## config.mk

```make
export PLATFORM = sky130hd
export DESIGN_NAME = gals_multi_source_ctrl_flat
export DESIGN_NICKNAME = d
export VERILOG_FILES = /design/src/rtl/gals_multi_source_ctrl_pkg.sv /design/src/rtl/gals_multi_source_ctrl_if.sv /design/src/rtl/gals_multi_source_ctrl_prio_enc.sv /design/src/rtl/gals_multi_source_ctrl.sv /design/src/flat_wrapper.sv
export SDC_FILE = /design/constraint.sdc
export NUM_CORES = 1
export LEC_CHECK = 0
export BUFFER_PORTS_ARGS = -buffer_cell sky130_fd_sc_hd__buf_2
export CORE_MARGIN = 2
export CORE_UTILIZATION = 40
export CTS_BUF_LIST = sky130_fd_sc_hd__clkbuf_8
export DETAILED_ROUTE_END_ITERATION = 8
export GPL_TIMING_DRIVEN = 0
export MAX_ROUTING_LAYER = met4
export PLACE_DENSITY = 0.79
export SYNTH_ARGS = -nofsm -noshare
export SYNTH_HDL_FRONTEND = slang
export SYNTH_SLANG_ARGS = --single-unit
```

## constraint.sdc

```tcl
create_clock -name clock -period 2.15 [get_ports clock]
set_input_delay 0.1075 -clock clock [delete_from_list [all_inputs] [get_ports clock]]
set_output_delay 0.1075 -clock clock [all_outputs]
set_load 0.02 [all_outputs]
```

## src/rtl/gals_multi_source_ctrl_pkg.sv

```systemverilog
// Shared types and constants for the multi-source GALS producer/consumer controller.
package gals_multi_source_ctrl_pkg;

    typedef enum logic [1:0] {
        S_IDLE  = 2'd0,
        S_COMM  = 2'd1,
        S_WAIT  = 2'd2,
        S_DRAIN = 2'd3
    } state_e;

    localparam logic [3:0] LED_IDLE  = 4'b0001;
    localparam logic [3:0] LED_COMM  = 4'b0010;
    localparam logic [3:0] LED_WAIT  = 4'b0100;
    localparam logic [3:0] LED_DRAIN = 4'b1000;

    // Bits needed to index v items (v >= 2).
    function automatic int unsigned clog2(input int unsigned v);
        int unsigned r;
        r = 0;
        for (int unsigned i = 0; i < 32; i++) begin
            if ((32'd1 << i) < v) r = i + 1;
        end
        return r;
    endfunction

endpackage

```

## src/rtl/gals_multi_source_ctrl_if.sv

```systemverilog
// Producer-side and wrapper-side handshake bundle of the GALS controller.
interface gals_multi_source_ctrl_if #(
    parameter int unsigned N_SRC = 4,
    parameter int unsigned DW    = 16
);
    logic [N_SRC-1:0]    src_en;
    logic [N_SRC-1:0]    src_valid;
    logic [N_SRC*DW-1:0] src_data;
    logic [DW-1:0]       data_1;
    logic                data_1_en;
    logic                buffer_full;
    logic                buffer_empty;
    logic                data_2_valid;

    modport master (
        output src_en, data_1, data_1_en,
        input  src_valid, src_data, buffer_full, buffer_empty, data_2_valid
    );

    modport slave (
        input  src_en, data_1, data_1_en,
        output src_valid, src_data, buffer_full, buffer_empty, data_2_valid
    );
endinterface

```

## src/rtl/gals_multi_source_ctrl_prio_enc.sv

```systemverilog
// Lowest-set-bit priority encoder for the start request vector.
module prio_enc #(
    parameter int unsigned N = 4,
    parameter int unsigned W = 2
) (
    input  logic [N-1:0] req,
    output logic [W-1:0] idx,
    output logic         any
);

    // Scan from the top down so the lowest set bit is the last to write idx.
    always_comb begin
        idx = '0;
        any = |req;
        for (int unsigned i = 0; i < N; i++) begin
            if (req[N-1-i]) idx = W'(N-1-i);
        end
    end

endmodule

```

## src/rtl/gals_multi_source_ctrl.sv

```systemverilog
// Session controller: picks one producer, forwards its words to the dual-clock
// buffer wrapper, throttles on full, auto-stops on quota and drains on stop.
module gals_multi_source_ctrl
    import gals_multi_source_ctrl_pkg::*;
#(
    parameter int unsigned N_SRC     = 4,
    parameter int unsigned DW        = 16,
    parameter int unsigned MAX_WORDS = 0,
    parameter int unsigned CNT_W     = 16
) (
    input  logic                    clock,
    input  logic                    reset,
    input  logic [N_SRC-1:0]        start,
    input  logic                    stop,
    gals_multi_source_ctrl_if.master bus,
    output logic [3:0]              module_sig,
    output logic [3:0]              led,
    output logic [CNT_W-1:0]        words_sent
);

    localparam int unsigned SEL_W = clog2(N_SRC);

    state_e           state_q, state_d;
    logic [SEL_W-1:0] sel_q, sel_d;
    logic [CNT_W-1:0] words_sent_q, words_sent_d;

    logic [SEL_W-1:0] start_idx;
    logic             start_any;
    logic [DW-1:0]    sel_word;
    logic             sel_valid;
    logic             accept;
    logic [CNT_W-1:0] cnt_inc;
    logic             quota_hit;

    prio_enc #(
        .N (N_SRC),
        .W (SEL_W)
    ) u_prio_enc (
        .req (start),
        .idx (start_idx),
        .any (start_any)
    );

    assign sel_word  = bus.src_data[sel_q*DW +: DW];
    assign sel_valid = bus.src_valid[sel_q];
    assign accept    = (state_q == S_COMM) && sel_valid && !bus.buffer_full;
    assign cnt_inc   = (words_sent_q == '1) ? words_sent_q : words_sent_q + CNT_W'(1);
    assign quota_hit = (MAX_WORDS != 0) && accept && (cnt_inc == CNT_W'(MAX_WORDS));

    // State, selected source and word counter registers.
    always_ff @(posedge clock or posedge reset) begin
        if (reset) begin
            state_q      <= S_IDLE;
            sel_q        <= '0;
            words_sent_q <= '0;
        end else begin
            state_q      <= state_d;
            sel_q        <= sel_d;
            words_sent_q <= words_sent_d;
        end
    end

    // Next-state, source latch and counter update.
    always_comb begin
        state_d      = state_q;
        sel_d        = sel_q;
        words_sent_d = words_sent_q;
        case (state_q)
            S_IDLE: begin
                if (start_any) begin
                    state_d      = S_COMM;
                    sel_d        = start_idx;
                    words_sent_d = '0;
                end
            end
            S_COMM: begin
                if (accept) words_sent_d = cnt_inc;
                if (stop)                 state_d = S_DRAIN;
                else if (quota_hit)       state_d = S_DRAIN;
                else if (bus.buffer_full) state_d = S_WAIT;
            end
            S_WAIT: begin
                if (stop)                 state_d = S_DRAIN;
                else if (!bus.buffer_full) state_d = S_COMM;
            end
            S_DRAIN: begin
                if (bus.buffer_empty && !bus.data_2_valid) state_d = S_IDLE;
            end
            default: begin
                state_d = S_IDLE;
                sel_d   = '0;
            end
        endcase
    end

    // Output decode from registered state; the write strobe also gates on live valid/full.
    always_comb begin
        bus.src_en    = '0;
        bus.data_1    = '0;
        bus.data_1_en = 1'b0;
        module_sig    = 4'b0000;
        led           = LED_IDLE;
        words_sent    = words_sent_q;
        case (state_q)
            S_COMM: begin
                bus.src_en[sel_q] = 1'b1;
                bus.data_1        = sel_word;
                bus.data_1_en     = accept;
                module_sig        = {1'b1, 3'(sel_q)};
                led               = LED_COMM;
            end
            S_WAIT: begin
                bus.data_1 = sel_word;
                module_sig = {1'b1, 3'(sel_q)};
                led        = LED_WAIT;
            end
            S_DRAIN: begin
                led = LED_DRAIN;
            end
            default: begin
                led = LED_IDLE;
            end
        endcase
    end

endmodule

```

## src/flat_wrapper.sv

```systemverilog
// flat-port wrapper written by rule: the top's interface ports become plain ports
module gals_multi_source_ctrl_flat import gals_multi_source_ctrl_pkg::*;
#(
    parameter int unsigned N_SRC     = 4,
    parameter int unsigned DW        = 16,
    parameter int unsigned MAX_WORDS = 0,
    parameter int unsigned CNT_W     = 16
)
  (clock, reset, start, stop, module_sig, led, words_sent, bus_src_en, bus_data_1, bus_data_1_en, bus_src_valid, bus_src_data, bus_buffer_full, bus_buffer_empty, bus_data_2_valid);
  gals_multi_source_ctrl_if #(.N_SRC(N_SRC), .DW(DW)) bus_i ();
  input  logic clock;
  input  logic reset;
  input  logic [N_SRC-1:0] start;
  input  logic stop;
  output logic [3:0] module_sig;
  output logic [3:0] led;
  output logic [CNT_W-1:0] words_sent;
  output wire logic [$bits(bus_i.src_en)-1:0] bus_src_en;
  output wire logic [$bits(bus_i.data_1)-1:0] bus_data_1;
  output wire logic [$bits(bus_i.data_1_en)-1:0] bus_data_1_en;
  input wire logic [$bits(bus_i.src_valid)-1:0] bus_src_valid;
  input wire logic [$bits(bus_i.src_data)-1:0] bus_src_data;
  input wire logic [$bits(bus_i.buffer_full)-1:0] bus_buffer_full;
  input wire logic [$bits(bus_i.buffer_empty)-1:0] bus_buffer_empty;
  input wire logic [$bits(bus_i.data_2_valid)-1:0] bus_data_2_valid;
  assign bus_src_en = bus_i.src_en;
  assign bus_data_1 = bus_i.data_1;
  assign bus_data_1_en = bus_i.data_1_en;
  assign bus_i.src_valid = bus_src_valid;
  assign bus_i.src_data = bus_src_data;
  assign bus_i.buffer_full = bus_buffer_full;
  assign bus_i.buffer_empty = bus_buffer_empty;
  assign bus_i.data_2_valid = bus_data_2_valid;
  gals_multi_source_ctrl #(.N_SRC(N_SRC), .DW(DW), .MAX_WORDS(MAX_WORDS), .CNT_W(CNT_W)) u_core (.clock(clock), .reset(reset), .start(start), .stop(stop), .bus(bus_i), .module_sig(module_sig), .led(led), .words_sent(words_sent));
endmodule
```

==> results of run 1 <==
-- placed cells by master (no fill, tap or decap), types with 2 or more instances in the layout --
cell type and n:
buf_2 122, nand2_1 20, and2_1 19, mux4_2 17, dfrtp_1 17, nor2_1 15, buf_4 13, nand3_1 9
inv_1 8, o21ai_0 8, a21oi_1 8, or4_1 7, mux2i_1 6, o211ai_1 5, nor3_1 5, ha_1 5
nand4_1 4, buf_6 4, and3_1 4, a31oi_1 4, nand2b_1 3, clkbuf_1 3, clkbuf_8 3, dfrtp_2 3
and4_1 2, nand3b_1 2, clkbuf_2 2, o31ai_1 2, a211oi_1 2, o21a_1 2, nor2b_1 2
-- power groups by stage --
stage                     sequential (mW)  combinational, mW  clock (mW)
after floorplan                     0.561               1.78           0
after global placement              0.548               2.47           0
after detailed placement            0.551               2.50           0
after CTS                           0.548               2.57       0.255
after global routing                0.556               2.93       0.266
final                               0.542               2.69       0.246
-- layer usage --
metal | routed length [um] | vias to the layer above
li1 | - | 1071
met1 | 2410 | 1044
met3 | 472 | 9
met2 | 3210 | 96
met4 | 93 | 0
met5 | 0 | -
-- logic make-up (layout without fill, tap and decap cells) --
kind of cell,after synthesis,count (layout)
compound gates,43,43
fa+ha+maj,7,7
buf+inv,21,156
flops,20,20
mux,23,23
other cells,1,2
simple gates,97,97
-- critical path: cells and delay by family, from the launching register on --
kind	cells	cell delay, ns
compound gates	2	0.43
simple gates	3	0.71
fa+ha+maj	1	0.15
buf+inv	2	0.24
flops	1	0.44
-- Yosys cell counts (6+ instances only) --
master | instances | area share
o21ai_0 | 8 | 0.020
nand2_1 | 20 | 0.038
nand3_1 | 10 | 0.025
mux2i_1 | 6 | 0.031
or4_1 | 7 | 0.027
nor2_1 | 15 | 0.029
a21oi_1 | 8 | 0.020
dfrtp_1 | 20 | 0.25
mux4_2 | 17 | 0.20
and2_1 | 19 | 0.061
inv_1 | 9 | 0.017
ha_1 | 7 | 0.045
-- through the flow --
| stage | cell area [um2] | setup WS (ns) | hold WS [ns] | total power, mW | utilization |
|---|---|---|---|---|---|
| floorplan | 1980 | 0.0139 | 0.0713 | 2.34 | - |
| CTS | 2760 | 0.0193 | 0.0200 | 3.37 | 0.584 |
| detailed placement | 2670 | -0.200 | 0.304 | 3.05 | 0.565 |
| finish | 2840 | 0.109 | -0.0187 | 3.48 | 0.601 |
| global route | 2840 | -0.00562 | 0.0557 | 3.75 | 0.601 |
| global placement | 2670 | -0.180 | 0.281 | 3.02 | 0.565 |
-- area by class of cell --
cell class	instances	area [um2]	area share
Antenna cell	1	2.50	0.000881
Buffer	12	86.3	0.0304
Clock buffer	3	41.3	0.0145
Inverter	9	33.8	0.0119
Multi-Input combinational cell	171	1400	0.493
Sequential cell	20	504	0.178
Tap cell	67	83.8	0.0295
Timing Repair Buffer	132	688	0.242
-- flip-flops by register name, summed over array words and instances, names as in the netlist --
signal / count
u_core.sel_q: 2
u_core.state_q: 2
u_core.words_sent: 16
-- final timing paths --
check / startpoint / endpoint / slack [ns]
setup / recovery: u_core.state_q[1]$_DFFE_PP0P_ / u_core.words_sent[6]$_DFFE_PP0P_ / 0.11
hold / removal: reset / u_core.words_sent[15]$_DFFE_PP0P_ / -0.02
setup reg to reg: u_core.state_q[1]$_DFFE_PP0P_ / u_core.words_sent[6]$_DFFE_PP0P_ / 0.11
hold reg to reg: u_core.words_sent[0]$_DFFE_PP0P_ / u_core.words_sent[0]$_DFFE_PP0P_ / 0.56
max in group asynchronous: reset / u_core.sel_q[0]$_DFFE_PP0P_ / 1.63
min in group clock: start[0] / u_core.sel_q[0]$_DFFE_PP0P_ / 0.15
-- repair_timing --
action / 4_1_cts / 5_1_grt
setup endpoints to repair: 20 / 28
resized for setup: 9 / 9
pin swaps: 2 / 1
hold endpoints to repair: 0 / 0
setup buffers: 4 / 7
==> flow_summary.ini, run 1 <==
[status]
run_status = finished, violations left
failed_checks = negative hold slack

[final_layout]
nNetsFinal = 434
post_layout_nonfiller_instances = 415
post_route_cells_drive_above_1_share = 0.501
syn2layout_area_growth_pct = 44.7
fill_cells = 421

[floorplan]
floorplan.initialDensity = 0.416
io_pins = 123
floorplan_die_width_um = 74.1
die_area_um2 = 5480
core_um2 = 4720
chipHeight_um = 74.1
rows = 25

[global_route]
first_global_vias = 1952
first_pass_grt_wire_length_mm = 9.34
grt_most_used_layer = met2
grt.total_usage = 0.223
gr_met2_demand_resource = 0.399
maximum_number_of_pins_on_one_net_before_global_route_repair = 21
grt_overflow = 0
grt_antenna_before_repair = 1
gr-usage-met3 = 0.0257
groute.layer.met1.usage = 0.265

[pwr]
switchingPower_mw = 1.73
static-leakage-power_nw = 1.41
swShare = 0.498
power.internal_mw = 1.75
power_frac_seq = 0.156
power.density_nw_per_um2 = 1220
pwr-share-comb = 0.774
power_frac_clock = 0.071
worst_ir_drop_vdd_mv = 0.497

[yosys]
synth_area_per_cell_um2 = 9.26
syn_nets = 297
synth_seq_area_share = 0.255
synthAdderAreaFrac = 0.0446
combined_area_of_all_synthesized_cells_um2 = 1960
synth_top_family_by_area = simple AND/OR/NAND/NOR gates
yosys_register_bits = 20
post_synth_and_or_nand_nor_area_fraction = 0.264
synthXorXnorAreaFrac = 0
netlist-cell-type-count = 45
synthesized_area_fraction_occupied_by_ao_oa_aoi_and_oai_cells = 0.159
number_of_warnings_printed_during_yosys_synthesis = 0
postSynthCellCount = 212
synth-edff-count = 0
synth.mux.area_fraction = 0.226
most_used_flip_flop_cell_after_synthesis = dfrtp_1
async_flop_share = 1.00

[placed_design]
place.detailed.hpwl_mm = 4.84
finalWeightedCongestion = 0.880
place.port_buffers = 121
dpl.cell_count = 400

[critical_path]
criticalPathCategory = reg2reg
timing.critical_path.slowest_stage_cell = or4_1
timing.critical_path.cells = inv_2, ha_4, nand2b_2, o32ai_4, o21ai_2, buf_4, or4_1, nand3_1
critical_path_required_ns = 2.34
start_kind = flip-flop
crit_path_max_fanout = 5
worst_ep_arrival_time_ns = 2.23
cells_on_worst_reg2reg_path = 8
timing.critical_path.slowest_cell_delay_ns = 0.50
crit_path_end_kind = flip-flop

[detailed_routing]
num_vias = 2220
detail_route.drc_violations = 0
postRouteAntennaNets = 0
total_iterations_of_the_first_detailed_routing_run = 4
vias_per_cell = 5.35
routed_wire_length_per_instance_um = 14.9
detailedRoute.firstIterationViolations = 90
wl_mm = 6.18

[sta]
final_min_period_over_clock_period = 0.949
final-setup-viol-count = 0
tightestPinTransition_ns = 0.779
fin_setup_tns_ns = 0
fmaxAchievable_mhz = 490
timing.slew.headroom = 0.480
post-route-min-period_ns = 2.04
final.setup_skew_ns = 0.00741
drv_slew = 0
report.final.hold_viol_count = 20
holdWs_ns = -0.0187

[worst_hold_path]
worst_hold_path_class = in2async

[cts]
clock_tree_from_tritoncts = built
cts.path.max_buffers = 2
cts_num_sinks = 20
ctsRootBufferMaster = clkbuf_8
h-tree-depth = 1
cts_bufs_inserted = 3
clk-insertion-delay-late_ns = 0.26
clk_transition_reported_paths_ns = 0.07
cts.hold.buffers_added = 0

[flow_run]
max-cap-violations = 0
(Power assumes the default switching activity.)
==> inputs of run 2 (changes only) <==
--- a/config.mk
+++ b/config.mk
@@ -6,6 +6,7 @@
 export NUM_CORES = 1
 export LEC_CHECK = 0
 export BUFFER_PORTS_ARGS = -buffer_cell sky130_fd_sc_hd__buf_2
+export CORE_ASPECT_RATIO = 0.5
 export CORE_MARGIN = 2
 export CORE_UTILIZATION = 40
 export CTS_BUF_LIST = sky130_fd_sc_hd__clkbuf_8
@@ -13,6 +14,7 @@
 export GPL_TIMING_DRIVEN = 0
 export MAX_ROUTING_LAYER = met4
 export PLACE_DENSITY = 0.79
+export SETUP_SLACK_MARGIN = 0.4
 export SYNTH_ARGS = -nofsm -noshare
 export SYNTH_HDL_FRONTEND = slang
 export SYNTH_SLANG_ARGS = --single-unit
==> run 2 against run 1 <==
  * The flow still finishes with violations (negative hold slack)
  * Critical path depth is the same
  * Die area grew 0.62%
  * Setup slack lost 0.018 ns
  * Final area grew 20%
  * Routed wire length grew 27%
  * Clock-buffer cell count grew 1
  * Global-route usage grew 4.5 points
  * Combinational power grew 50%
  * Flip-flop and latch count is the same
  * Clock power grew 20%
  * Largest cell class unchanged
==> flow_summary.ini, run 2 (synthesis gave the netlist of run 1 again) <==
[floorplan]
io_pins = 123
floorplan.initialDensity = 0.431
floorplan_die_width_um = 103
chipHeight_um = 53.5
rows = 17
core_um2 = 4550
die_area_um2 = 5520

[pwr]
total_power_mw = 4.86
static-leakage-power_nw = 1.64
worst_ir_drop_vdd_mv = 0.859
power.density_nw_per_um2 = 1430

[final_layout]
multi_input_comb_area_um2 = 1600
num_antenna_cells = 0
final_standard_cell_utilization_of_the_core = 0.746
nNetsFinal = 452
largest_register_ff_count = 16
syn2layout_area_growth_pct = 72.9
fill_cells = 315
post_route_cells_drive_above_1_share = 0.645
post_layout_nonfiller_instances = 432
sequential_cell_area_um2 = 507
post-route-cell-area_um2 = 3390
mostFrequentLayoutCell = buf_2
layout.cells.most_common_list = buf_2, buf_6, buf_4, nand2_1, mux4_2

[status]
run_status = finished, violations left
failed_checks = negative hold slack

[cts]
cts.path.max_buffers = 2
h-tree-depth = 1
clk-insertion-delay-late_ns = 0.26
cts_bufs_inserted = 3
clock_tree_from_tritoncts = built
clk_transition_reported_paths_ns = 0.08
cts_num_sinks = 20
ctsRootBufferMaster = clkbuf_8

[sta]
fmaxAchievable_mhz = 486
final_min_period_over_clock_period = 0.958
report.final.hold_viol_count = 20
holdWs_ns = -0.0229
tightestPinTransition_ns = 0.783
final.setup_skew_ns = 0.00350
drv_slew = 0
final-setup-viol-count = 0
timing.slew.headroom = 0.477
unrepaired_setup_endpoints_after_global_routing = yes
fin_setup_tns_ns = 0
crit_path_setup_slack_layout_ns = 0.0903
post-route-min-period_ns = 2.06

[detailed_routing]
postRouteAntennaNets = 0
detailedRoute.firstIterationViolations = 97
num_vias = 2417
routed_wire_length_per_instance_um = 18.2
vias_per_cell = 5.59
detail_route.drc_violations = 0
total_iterations_of_the_first_detailed_routing_run = 4
wl_mm = 7.85

[critical_path]
criticalPathCategory = reg2reg
crit_path_max_fanout = 5
r2r_start = u_core.sel_q[0]$_DFFE_PP0P_
regToRegEndpoint = u_core.words_sent[5]$_DFFE_PP0P_
crit_path_end_kind = flip-flop
cells_on_worst_reg2reg_path = 8
start_kind = flip-flop
critical_path_required_ns = 2.35
worst_ep_arrival_time_ns = 2.26
reg2reg_setup_slack_ns = 0.09

[flow_run]
max-cap-violations = 0

[global_route]
first_pass_grt_wire_length_mm = 11.1
grt.total_usage = 0.268
maximum_number_of_pins_on_one_net_before_global_route_repair = 21
first_global_vias = 2378
grt_overflow = 0
grt_antenna_before_repair = 0

[placed_design]
place.detailed.hpwl_mm = 5.09
dpl.cell_count = 399
finalWeightedCongestion = 0.900
place.port_buffers = 121
placedInstanceArea_um2 = 2700
place_ws_ns = -0.241

[worst_hold_path]
worst_hold_path_class = in2async
==> run 2: changes by cell type in the layout (fill, tap and decap cells not counted), sizes merged <==
cell   delta
buf      +19
diode     -1
==> run 2: area by class of cell <==
type / instances / share of cell area
multi-input cells: 171 / 0.471
repair buffers: 150 / 0.288
plain buffers: 12 / 0.0409
flip-flops and latches: 20 / 0.149
clock buffers: 4 / 0.0162
inverters: 9 / 0.00995
well taps: 66 / 0.0243
==> run 2: worst max-delay path, cell delays in order, from the launching register on <==
cell and delay (ns):
dfrtp_1 0.43, buf_4 0.17, nand2b_4 0.16, o32ai_4 0.32, buf_6 0.16, o21ai_4 0.06
buf_6 0.14, or4_4 0.47, nand3_2 0.08
==> run 2: report_power, final <==
part	switching, mW	leakage [nW]	internal (mW)	total (mW)
clock	0.133	0.0288	0.163	0.296
sequential	0.0753	0.263	0.449	0.524
combinational	1.92	1.35	2.12	4.04
==> run 2: layer usage <==
| metal | routed length, um | vias up | track usage |
|---|---|---|---|
| met5 | 0 | - | - |
| met4 | 240 | 0 | 0.0965 |
| met3 | 484 | 28 | 0.0286 |
| met2 | 3970 | 114 | 0.498 |
| met1 | 3150 | 1159 | 0.309 |
| li1 | - | 1116 | - |
==> run 2: how the worst max path moves through the flow <==
stage,start,to,slack [ns],cells past startpoint
finish,u_core.sel_q[0]$_DFFE_PP0P_,u_core.words_sent[5]$_DFFE_PP0P_,0.09,8
global route,u_core.state_q[1]$_DFFE_PP0P_,u_core.words_sent[5]$_DFFE_PP0P_,0.03,10
CTS,u_core.state_q[1]$_DFFE_PP0P_,u_core.words_sent[5]$_DFFE_PP0P_,0.22,9
detailed placement,u_core.state_q[0]$_DFFE_PP0P_,u_core.words_sent[15]$_DFFE_PP0P_,-0.24,8
global placement,u_core.state_q[0]$_DFFE_PP0P_,u_core.words_sent[15]$_DFFE_PP0P_,-0.18,8
floorplan,u_core.state_q[1]$_DFFE_PP0P_,u_core.words_sent[5]$_DFFE_PP0P_,0.07,9
==> run 2: timing repair <==
item                       in CTS  in global routing
hold buffers                    0                  0
gates resized for setup        86                 37
cloned                          0                  1
buffers inserted               20                  8
pin swaps                      20                  9
setup endpoints to repair      39                 35
==> inputs of run 3 (changes only) <==
--- a/config.mk
+++ b/config.mk
@@ -12,7 +12,6 @@
 export CTS_BUF_LIST = sky130_fd_sc_hd__clkbuf_8
 export DETAILED_ROUTE_END_ITERATION = 8
 export GPL_TIMING_DRIVEN = 0
-export MAX_ROUTING_LAYER = met4
 export PLACE_DENSITY = 0.79
 export SETUP_SLACK_MARGIN = 0.4
 export SYNTH_ARGS = -nofsm -noshare
==> constraint.sdc (replaced) <==
create_clock -name clock -period 2.15 [get_ports clock]
set_input_delay 0.1075 -clock clock [delete_from_list [all_inputs] [get_ports clock]]
set_output_delay 0.1075 -clock clock [all_outputs]
set_load 0.05 [all_outputs]
==> run 3 against run 2 <==
  * The flow still finishes with violations (negative hold slack)
  * First-iteration DRC count increased by 98%
  * Register-to-register slack improved by 0.02 ns
  * Final area increased by 2.7%
  * Die area unchanged
  * Combinational power increased by 26%
  * Sequential power increased by 3%
  * Fmax increased by 0.77%
  * Worst hold slack got worse by 0.0054 ns
  * Critical path type unchanged
  * Largest power group unchanged
==> flow_summary.ini, run 3 (synthesis gave the netlist of run 1 again) <==
[critical_path]
regToRegEndpoint = u_core.words_sent[6]$_DFFE_PP0P_
criticalPathCategory = reg2reg
timing.critical_path.slowest_stage_cell = or4_1
r2r_start = u_core.state_q[1]$_DFFE_PP0P_
cells_on_worst_reg2reg_path = 9
timing.critical_path.mode_cell = buf_6
crit_path_end_kind = flip-flop
timing.critical_path.cells = inv_2, ha_4, buf_6, nand3b_1, o32ai_4, o21ai_4, buf_6, or4_1, nand3_1
timing.critical_path.slowest_cell_delay_ns = 0.44
setup.worst_path.start = u_core.state_q[1]$_DFFE_PP0P_
crit_path_max_fanout = 4
worst_ep_arrival_time_ns = 2.24
timing.critical_path.to = u_core.words_sent[6]$_DFFE_PP0P_
critical_path_required_ns = 2.35
start_kind = flip-flop
reg2reg_setup_slack_ns = 0.11

[pwr]
power_frac_seq = 0.092
swShare = 0.519
power_frac_clock = 0.045
switchingPower_mw = 3.06
power.density_nw_per_um2 = 1690
power.internal_mw = 2.83
worst_ir_drop_vdd_mv = 1.22
pwr-share-comb = 0.863
static-leakage-power_nw = 1.69

[cts]
cts_bufs_inserted = 3
cts_num_sinks = 20
clk_transition_reported_paths_ns = 0.08
ctsRootBufferMaster = clkbuf_8
cts.path.max_buffers = 2
clk-insertion-delay-late_ns = 0.27
h-tree-depth = 1
clock_tree_from_tritoncts = built

[placed_design]
finalWeightedCongestion = 0.930
place_ws_ns = -0.244
place.detailed.hpwl_mm = 5.11
place.port_buffers = 121
placedInstanceArea_um2 = 2700
dpl.cell_count = 399

[sta]
final_min_period_over_clock_period = 0.951
tightestPinTransition_ns = 0.776
fmaxAchievable_mhz = 489
drv_slew = 0
final-setup-viol-count = 0
final.setup_skew_ns = 0.00583
holdWs_ns = -0.0283
unrepaired_setup_endpoints_after_global_routing = yes
crit_path_setup_slack_layout_ns = 0.106
timing.slew.headroom = 0.482
report.final.hold_viol_count = 20
post-route-min-period_ns = 2.04

[floorplan]
chipHeight_um = 53.5
floorplan_die_width_um = 103
floorplan.initialDensity = 0.431
core_um2 = 4550
rows = 17
io_pins = 123
die_area_um2 = 5520

[final_layout]
num_antenna_cells = 0
post_route_cells_drive_above_1_share = 0.662
final_standard_cell_utilization_of_the_core = 0.766
largest_register_ff_count = 16
syn2layout_area_growth_pct = 77.6
post-route-cell-area_um2 = 3490
post_layout_nonfiller_instances = 439
nNetsFinal = 459
mostFrequentLayoutCell = buf_2
layout.cells.most_common_list = buf_2, buf_4, nand2_1, mux4_2

[global_route]
first_pass_grt_wire_length_mm = 11.7
grt.total_usage = 0.276
grt_antenna_before_repair = 0
grt_overflow = 0
first_global_vias = 2358
maximum_number_of_pins_on_one_net_before_global_route_repair = 21

[detailed_routing]
wl_mm = 8.31
num_vias = 2561
detailedRoute.firstIterationViolations = 192
routed_wire_length_per_instance_um = 18.9
total_iterations_of_the_first_detailed_routing_run = 5
detail_route.drc_violations = 0
vias_per_cell = 5.83
postRouteAntennaNets = 0

[worst_hold_path]
worst_hold_path_class = in2async

[flow_run]
max-cap-violations = 0

[status]
run_status = finished, violations left
failed_checks = negative hold slack
run 3: cell types whose count changed in the layout (fill, tap and decap cells not counted), sizes merged:
cell,before,now
buf,158,165
clkbuf,8,7
inv,9,10
run 3: per-layer routing:
layer,wire [um],GRT usage
met5,0,0
met4,341,0.105
met3,723,0.0416
met2,4290,0.512
met1,2960,0.332
run 3: layout make-up:
cell class,instances,area [um2]
Inverter,9,33.8
Clock buffer,3,41.3
Multi-Input combinational cell,171,1600
Clock inverter,1,3.75
Tap cell,66,82.6
Sequential cell,20,510
Fill cell,279,1070
Timing Repair Buffer,157,1090
Buffer,12,121
run 3: critical path, delay by kind of cell (launching register included):
kind / cells / cell delay, ns
and+or+nand+nor: 3 / 0.66
DFF: 1 / 0.42
AOI/OAI and AO/OA: 2 / 0.40
buffers and inverters: 3 / 0.33
adders and majority gates: 1 / 0.16
run 3: per-stage QoR:
| step | TNS, ns | power [mW] |
|---|---|---|
| after global placement | -1.23 | 3.95 |
| after floorplan | -1.96 | 3.31 |
| final | 0 | 5.90 |
| after global routing | 0 | 6.15 |
| after CTS | 0 | 5.44 |
| after detailed placement | -1.74 | 4.00 |
run 3: power groups by stage:
stage | Sequential, mW | Clock (mW) | Combinational (mW)
2_1_floorplan | 0.626 | 0 | 2.68
3_3_place_gp | 0.549 | 0 | 3.40
3_5_place_dp | 0.550 | 0 | 3.45
4_1_cts | 0.521 | 0.261 | 4.66
5_1_grt | 0.549 | 0.278 | 5.32
6_report | 0.542 | 0.264 | 5.09
run 3: worst min-delay path by stage:
stage	start	depth (start not counted)	slack, ns	endpoint
3_5_place_dp	reset	2	0.30	u_core.words_sent[6]$_DFFE_PP0P_
4_1_cts	reset	2	0.008	u_core.words_sent[6]$_DFFE_PP0P_
2_1_floorplan	reset	1	0.07	u_core.sel_q[0]$_DFFE_PP0P_
5_1_grt	reset	2	0.05	u_core.words_sent[6]$_DFFE_PP0P_
6_report	reset	2	-0.03	u_core.words_sent[6]$_DFFE_PP0P_
3_3_place_gp	reset	2	0.27	u_core.words_sent[6]$_DFFE_PP0P_
run 3: what timing repair did:
action                     in CTS  in global routing
hold buffers                    0                  0
setup buffers                  19                 14
resized for setup             100                 39
gates cloned                    2                  1
setup endpoints to repair      41                 39
pin swaps                      23                 14
